===== src/rtl/async_fifo_rd_packer.sv =====
// rtl/async_fifo_rd_packer.sv - read-side word packer for async_fifo
//
// Pops DSIZE-bit words from a first-word-fall-through FIFO read port and packs
// RATIO of them into one wide beat on a valid/ready stream. A flush request
// emits a partially filled beat with a per-lane keep mask.
//
// Ports:
//   rclk     in   read-domain clock
//   rrst_n   in   synchronous active-low reset
//   rempty   in   FIFO empty flag
//   rdata    in   FIFO head word, valid while rempty=0
//   rinc     out  FIFO pop strobe (combinational)
//   i_flush  in   request to emit the partial beat
//   o_valid  out  output beat valid
//   o_ready  in   downstream accepts the beat
//   o_data   out  packed beat, word 0 in the low lane
//   o_keep   out  lane valid mask
module async_fifo_rd_packer #(
  parameter int DSIZE = 32,
  parameter int RATIO = 4
) (
  input  logic                   rclk,
  input  logic                   rrst_n,
  input  logic                   rempty,
  input  logic [DSIZE-1:0]       rdata,
  output logic                   rinc,
  input  logic                   i_flush,
  output logic                   o_valid,
  input  logic                   o_ready,
  output logic [DSIZE*RATIO-1:0] o_data,
  output logic [RATIO-1:0]       o_keep
);

  localparam int CW = $clog2(RATIO);
  localparam logic [CW-1:0] LAST = CW'(RATIO - 1);

  logic [DSIZE*(RATIO-1)-1:0] acc;
  logic [CW-1:0]              cnt;
  logic                       flush_pend;

  logic                       can_load;
  logic                       last;
  logic [CW:0]                n_fill;
  logic                       emit;
  logic [DSIZE*RATIO-1:0]     beat_data;
  logic [RATIO-1:0]           beat_keep;

  assign can_load = ~o_valid | o_ready;
  assign last     = (cnt == LAST);

  // The last lane completes a beat, so it may only be popped when the output
  // register can take it; a pending flush likewise waits for the register.
  assign rinc = rrst_n & ~rempty & ((~last & ~flush_pend) | can_load);

  // Lanes filled once this cycle's pop (if any) is included.
  assign n_fill = {1'b0, cnt} + {{CW{1'b0}}, rinc};

  assign emit = (rinc & last) | (flush_pend & can_load & (n_fill != '0));

  // Candidate beat: accumulator lanes with the popped word merged into lane
  // cnt, then lanes at or above n_fill forced to zero.
  always_comb begin
    beat_data = {{DSIZE{1'b0}}, acc};
    beat_keep = '0;
    for (int i = 0; i < RATIO; i++) begin
      if (rinc && cnt == CW'(i)) begin
        beat_data[i*DSIZE +: DSIZE] = rdata;
      end
      beat_keep[i] = ((CW+1)'(i) < n_fill);
      if (!beat_keep[i]) begin
        beat_data[i*DSIZE +: DSIZE] = '0;
      end
    end
  end

  always_ff @(posedge rclk) begin
    if (!rrst_n) begin
      acc        <= '0;
      cnt        <= '0;
      flush_pend <= 1'b0;
      o_valid    <= 1'b0;
      o_data     <= '0;
      o_keep     <= '0;
    end else begin
      // A transfer this cycle empties the register unless a new beat loads.
      if (o_ready) begin
        o_valid <= 1'b0;
      end
      if (emit) begin
        o_valid <= 1'b1;
        o_data  <= beat_data;
        o_keep  <= beat_keep;
      end

      if (emit) begin
        cnt <= '0;
      end else if (rinc) begin
        cnt <= cnt + 1'b1;
      end

      for (int i = 0; i < RATIO - 1; i++) begin
        if (rinc && cnt == CW'(i)) begin
          acc[i*DSIZE +: DSIZE] <= rdata;
        end
      end

      // Served whenever can_load is high; a new request in that cycle re-arms.
      flush_pend <= i_flush | (flush_pend & ~can_load);
    end
  end

endmodule


===== config.mk =====
export PLATFORM = sky130hd
export DESIGN_NAME = async_fifo_rd_packer
export DESIGN_NICKNAME = d
export VERILOG_FILES = /design/src/rtl/async_fifo_rd_packer.sv
export SDC_FILE = /design/constraint.sdc
export NUM_CORES = 1
export LEC_CHECK = 0
export BUFFER_PORTS_ARGS = -buffer_cell sky130_fd_sc_hd__buf_2
export CORE_MARGIN = 2
export CORE_UTILIZATION = 54
export CTS_CLUSTER_SIZE = 30
export DETAILED_ROUTE_END_ITERATION = 8
export PLACE_DENSITY = 0.76
export SLEW_MARGIN = 0
export SYNTH_ARGS = -nofsm -noshare
export SYNTH_HDL_FRONTEND = slang
export SYNTH_SLANG_ARGS = --single-unit

===== constraint.sdc =====
create_clock -name rclk -period 3.7 [get_ports rclk]
set_input_delay 0 -clock rclk [delete_from_list [all_inputs] [get_ports rclk]]
set_output_delay 0 -clock rclk [all_outputs]
set_load 0.05 [all_outputs]

Word level (Yosys, flattened, before mapping)

Index checks and enable logic that the tools add are counted.
W data, S select, Z words.

Register bits after elaboration: 232
Bits of input ports: 37
Output and inout bits: 134
Logic and storage cells: 50

$add $sub $neg: 2
$lt $le $gt $ge: 4
Eq/ne operators: 3
Muxes and demuxes: 10
Bitwise operators: 17
Reductions and logical operators: 8

Operators by type and width:

| kind                  | number |
|---|---|
| $mux W32              | 8 |
| $and A1 B1 Y1         | 7 |
| $lt A1 B3 Y1 const A  | 2 |
| $lt A2 B3 Y1 const A  | 2 |
| $not A1 Y1            | 6 |
| $eq A2 B2 Y1 const B  | 2 |
| $logic_and A1 B1 Y1   | 4 |
| $or A1 B1 Y1          | 4 |
| $add A2 B1 Y3         | 1 |
| $reduce_bool A3 Y1    | 1 |
| $add A2 B1 Y2 const B | 1 |
| $eq A2 B1 Y1 const B  | 1 |
| $logic_not A2 Y1      | 1 |
| $mux W1               | 2 |
| $reduce_bool A2 Y1    | 1 |
| $reduce_or A2 Y1      | 1 |

Longest topological paths before layout

Depth after elaboration: 10
Gate-level depth with buffers: 12

Worst setup path after synthesis

No wires, ideal clock.

Kind: register to register
Start point: register o_valid
End point: register o_data[32]
Data arrival time: 3.148 ns
Required time: 3.575 ns
Slack: 0.427 ns
Stages on the path, launching flop included: 12
Buffers on the path: 2
Period minus slack after synthesis: 3.273 ns
Path through: dfxtp_1 -> nand2b_1 -> buf_2 -> o21ai_1 -> inv_1 -> ha_1 -> inv_1 -> ha_1 -> o311a_1 -> o21ai_1 -> clkbuf_1 -> o2bb2ai_1

Word-level cells in the longest chain between the ends: 8
Elaborated cells between the ends (all ways): 14

RTL lines:

| element                                               | RTL line | text |
|---|---|---|
| from (decl)                                           | 28       | `output logic o_valid,` |
| from (signal assigned)                                | 81       | `o_valid <= 1'b0;` |
| from (signal assigned)                                | 87       | `o_valid <= 1'b0;` |
| from (signal assigned)                                | 90       | `o_valid <= 1'b1;` |
| $not A1 Y1 *                                          | 48       | `assign can_load = ~o_valid \| o_ready;` |
| $or A1 B1 Y1 *                                        | 48       |  |
| $or A1 B1 Y1 *                                        | 53       | `assign rinc = rrst_n & ~rempty & ((~last & ~flush_pend) \| can_load);` |
| $and A1 B1 Y1 *                                       | 53       |  |
| named net rinc                                        | 26       | `output logic rinc,` |
| branches (longest 4 deep; another with $add A2 B1 Y3) | n/a      |  |
| to (signal assigned)                                  | 91       | `o_data <= beat_data;` |
| to (decl)                                             | 30       | `output logic [DSIZE*RATIO-1:0] o_data,` |

Mark *: on every way through the listed nets, which the timed path passes.
A chain may end at the register's enable or synchronous reset.

Worst setup path in the final report

Start point: register cnt[1]
End point: register o_data[117]

Word-level cells in the longest chain between the ends: 9
Elaborated cells between the ends (all ways): 14

RTL lines:

| element                                               | RTL line | text |
|---|---|---|
| from (decl)                                           | 38       | `logic [CW-1:0] cnt;` |
| from (signal assigned)                                | 98       | `cnt <= cnt + 1'b1;` |
| branches (longest 9 deep; another with $add A2 B1 Y3) | n/a      |  |

Several ways; the timed one is not identified.

==> flow_summary_export.csv <==
group,metric,value,unit
drt,remaining_drc_errors,0,
global_route,antenna_found_initial,0,
drt,routedWlPerCell,17.95,um
clocking,clockRootBuffer,"clkbuf_16",
worst_hold_path,hold_depth,3,
sta,finClkSkew,7.550,ps
yosys,synthTopCellsByCount,"dfxtp_1 (232), nor2b_1 (99), mux2i_1 (97)",
setup_path,worstReg2RegEnd,"o_data[117]",
yosys,synth_top_area_cell,"dfxtp_1",
yosys,syn_area_per_cell,12.27,um^2
global_route,met3_usage,4.121,%
clocking,clock_sinks,232,
yosys,synthDistinctLibCells,33,
cells_and_area,drive_above_1_share,26.05,%
yosys,synthFlopType,"dfxtp_1",
placed_design,io_buffers,170,
placed_design,gp_congestion,0.7581,
setup_path,rrSetupSlack,410,ps
clocking,htreeDepth,1,
sta,rsz0062_at_grt,"false",
floorplan,die_h,125.6,um
cells_and_area,area_delta_synth_final,25.31,%
worst_hold_path,hold_path.class,"in -> reg",
sta,min_period,3293,ps
drt,routed-via-count,5679,
setup_path,crit_type,"reg -> reg",
floorplan,core,0.01448,mm^2
floorplan,fp.dieW,125.6,um
drt,drt_pass1_iterations,4,
global_route,grt_pass1_vias,5741,
sta,setup_viol,0,
clocking,cts_tree,"built",
yosys,synth_warnings,0,
sta,fin_crit_sh,89.00,%
status,status,"finished clean",
yosys,ys_seq_elements,232,
yosys,synth_edf_count,0,
yosys,yosys.area.top_type_share,58.14,%
sta,hold_viol,0,
yosys,synth_fp_nets,695,
cells_and_area,diodes,0,
cells_and_area,fillers,1054,
global_route,grt_pass1_wl,30030,um
placed_design,hpwl,11680,um
yosys,synth.most_common_cell,"dfxtp_1",
global_route,globalRouteOverflowTotal,0,
floorplan,rows,44,
clocking,clkSlewWorstSetupHoldPaths,60,ps
worst_hold_path,hp-start,"o_ready",
yosys,syn_inst,651,
setup_path,cp.required,4140,ps
setup_path,crit_arrival,3730,ps
sta,max_slew_margin,42.14,%
drt,ant_nets,0,
setup_path,path_max_fanout,57,
sta,fmax,0.3037,GHz
global_route,grt.total_usage,23.06,%
clocking,cts.path.max_buffers,3,
sta,drv_slew,0,
yosys,synth.area.top_cells,"dfxtp_1 (58%), mux2i_1 (12%), o2bb2ai_1 (11%), nor2b_1 (7.8%), a22o_1 (3.5%)",
setup_path,r2r-start,"cnt[1]",
sta,setup-tns-final,0,ps
clocking,cts_buffers,23,
global_route,met1_usage,29.69,%
floorplan,dieArea,0.01578,mm^2
drt,totalWireLength,18670,um
drt,drtIter0Drc,275,
drt,via_per_inst,5.461,
sta,tightest_slew,867.9,ps
setup_path,start_kind,"register",
global_route,grt_max_degree,107,
run,maxCapViolations,0,
yosys,synthArstFlopShare,0,%
setup_path,reg2reg_depth,11,
global_route,use_met2,39.71,%
sta,hold_ws,18.93,ps
yosys,seq_area_frac_synth,58.14,%
worst_hold_path,hold_path_end,"o_valid",
floorplan,start_util,55.18,%
cells_and_area,final_nets,889,
power_and_ir_drop,irDropWorstVdd,0.3364,mV
floorplan,ios,171,
clocking,clkLatencyLatePin,490,ps
power_and_ir_drop,leakage,0.004688,uW
yosys,netlist_area,0.007989,mm^2
power_and_ir_drop,power_density,499.0,mW/mm^2
setup_path,end_kind,"register",
global_route,busiest_layer,"met2",
[flip-flops by register name, summed over array words and instances, names as in the netlist]
register    count
cnt             2
o_valid         1
o_keep          4
flush_pend      1
o_data        128
acc            96
[timing repair]
item	4_1_cts	5_1_grt
buffers inserted	0	0
hold buffers	35	0
endpoints found under the setup margin	0	7
gates resized for setup	0	1
hold endpoints to repair	228	0
[through the flow]
stage                     area, um^2  util [%]  total power [uW]  worst slack (ps)  std cells
after floorplan                 7989         -              2799             426.8        651
after global placement          8980     62.02              2876             462.4        969
after detailed placement        8980     62.02              2887             238.1        969
after CTS                      10010     69.12              5033             237.4       1040
after global routing           10010     69.14              5163             197.3       1040
final                          10010     69.14              4996             406.9       1040
[power breakdown]
part	leakage [uW]	internal (uW)	total, uW	switching [uW]
Sequential	0.00187	2530	2550	13.3
Combinational	0.00248	126	314	188
Clock	0.000331	1240	2130	892
Total	0.00469	3900	5000	1090
[worst max path at each step]
stage	start	end	slack (ps)	cells after the start
2_1_floorplan	o_valid	o_data[32]	430	11
3_3_place_gp	cnt[0]	o_data[17]	460	11
3_5_place_dp	cnt[1]	o_data[117]	240	11
4_1_cts	cnt[1]	o_data[117]	240	11
5_1_grt	cnt[1]	o_data[121]	200	11
6_report	cnt[1]	o_data[117]	410	11
[kinds of logic (layout without fill, tap and decap cells)]
| group | after synthesis | count (layout) | share of synthesized area (%) |
|---|---|---|---|
| XOR/XNOR | 1 | 1 | 0.1097 |
| AND/OR/NAND/NOR | 115 | 115 | 9.021 |
| AO/OA/AOI/OAI | 144 | 144 | 15.76 |
| adder cells (fa/ha/maj) | 7 | 7 | 1.096 |
| flip-flops | 232 | 232 | 58.14 |
| buffers and inverters | 55 | 260 | 3.727 |
| multiplexers | 97 | 97 | 12.15 |
[worst max-delay path, cell delays in order (launching register included)]
cell and delay, ps:
dfxtp_1 360, ha_1 250, nor2_2 340, o21ai_1 240, inv_1 140, ha_1 180, inv_1 50, ha_1 320
o311ai_2 410, and3_4 420, buf_12 280, a22o_1 190
[area by class of cell]
type	count	area (um^2)	share of cell area, %
clock buffer	31	625.6	6.249
clock inverter	5	52.55	0.5249
inverter	7	26.28	0.2625
multi-input combinational	364	3103	31.00
sequential	232	4644	46.39
tap	184	230.2	2.300
timing repair buffer	217	1329	13.27
[layout by cell type, fill, tap and decap left out, types with 2 or more instances in the layout]
master / synthesis / routed
dfxtp_1: 232 / 232
buf_2: 19 / 170
nor2b_1: 99 / 99
mux2i_1: 97 / 97
o2bb2ai_1: 96 / 96
dlygate4sd3_1: 0 / 35
a22o_1: 32 / 32
clkbuf_16: 0 / 23
buf_4: 10 / 9
inv_1: 7 / 7
ha_1: 7 / 7
clkbuf_1: 15 / 6
o211ai_4: 0 / 3
nand3_1: 3 / 3
o21ai_0: 3 / 3
clkinv_2: 0 / 3
buf_12: 0 / 3
nand2b_1: 2 / 2
a21oi_1: 2 / 2
nor2_1: 3 / 2
clkbuf_8: 0 / 2
[metal layers]
metal	vias up	part of all wire, %
met1	2762	45
met5	-	0
met2	151	49
met4	0	2.1
met3	29	4.7
li1	2737	-
Note: power is estimated with default switching activity, not from simulation.
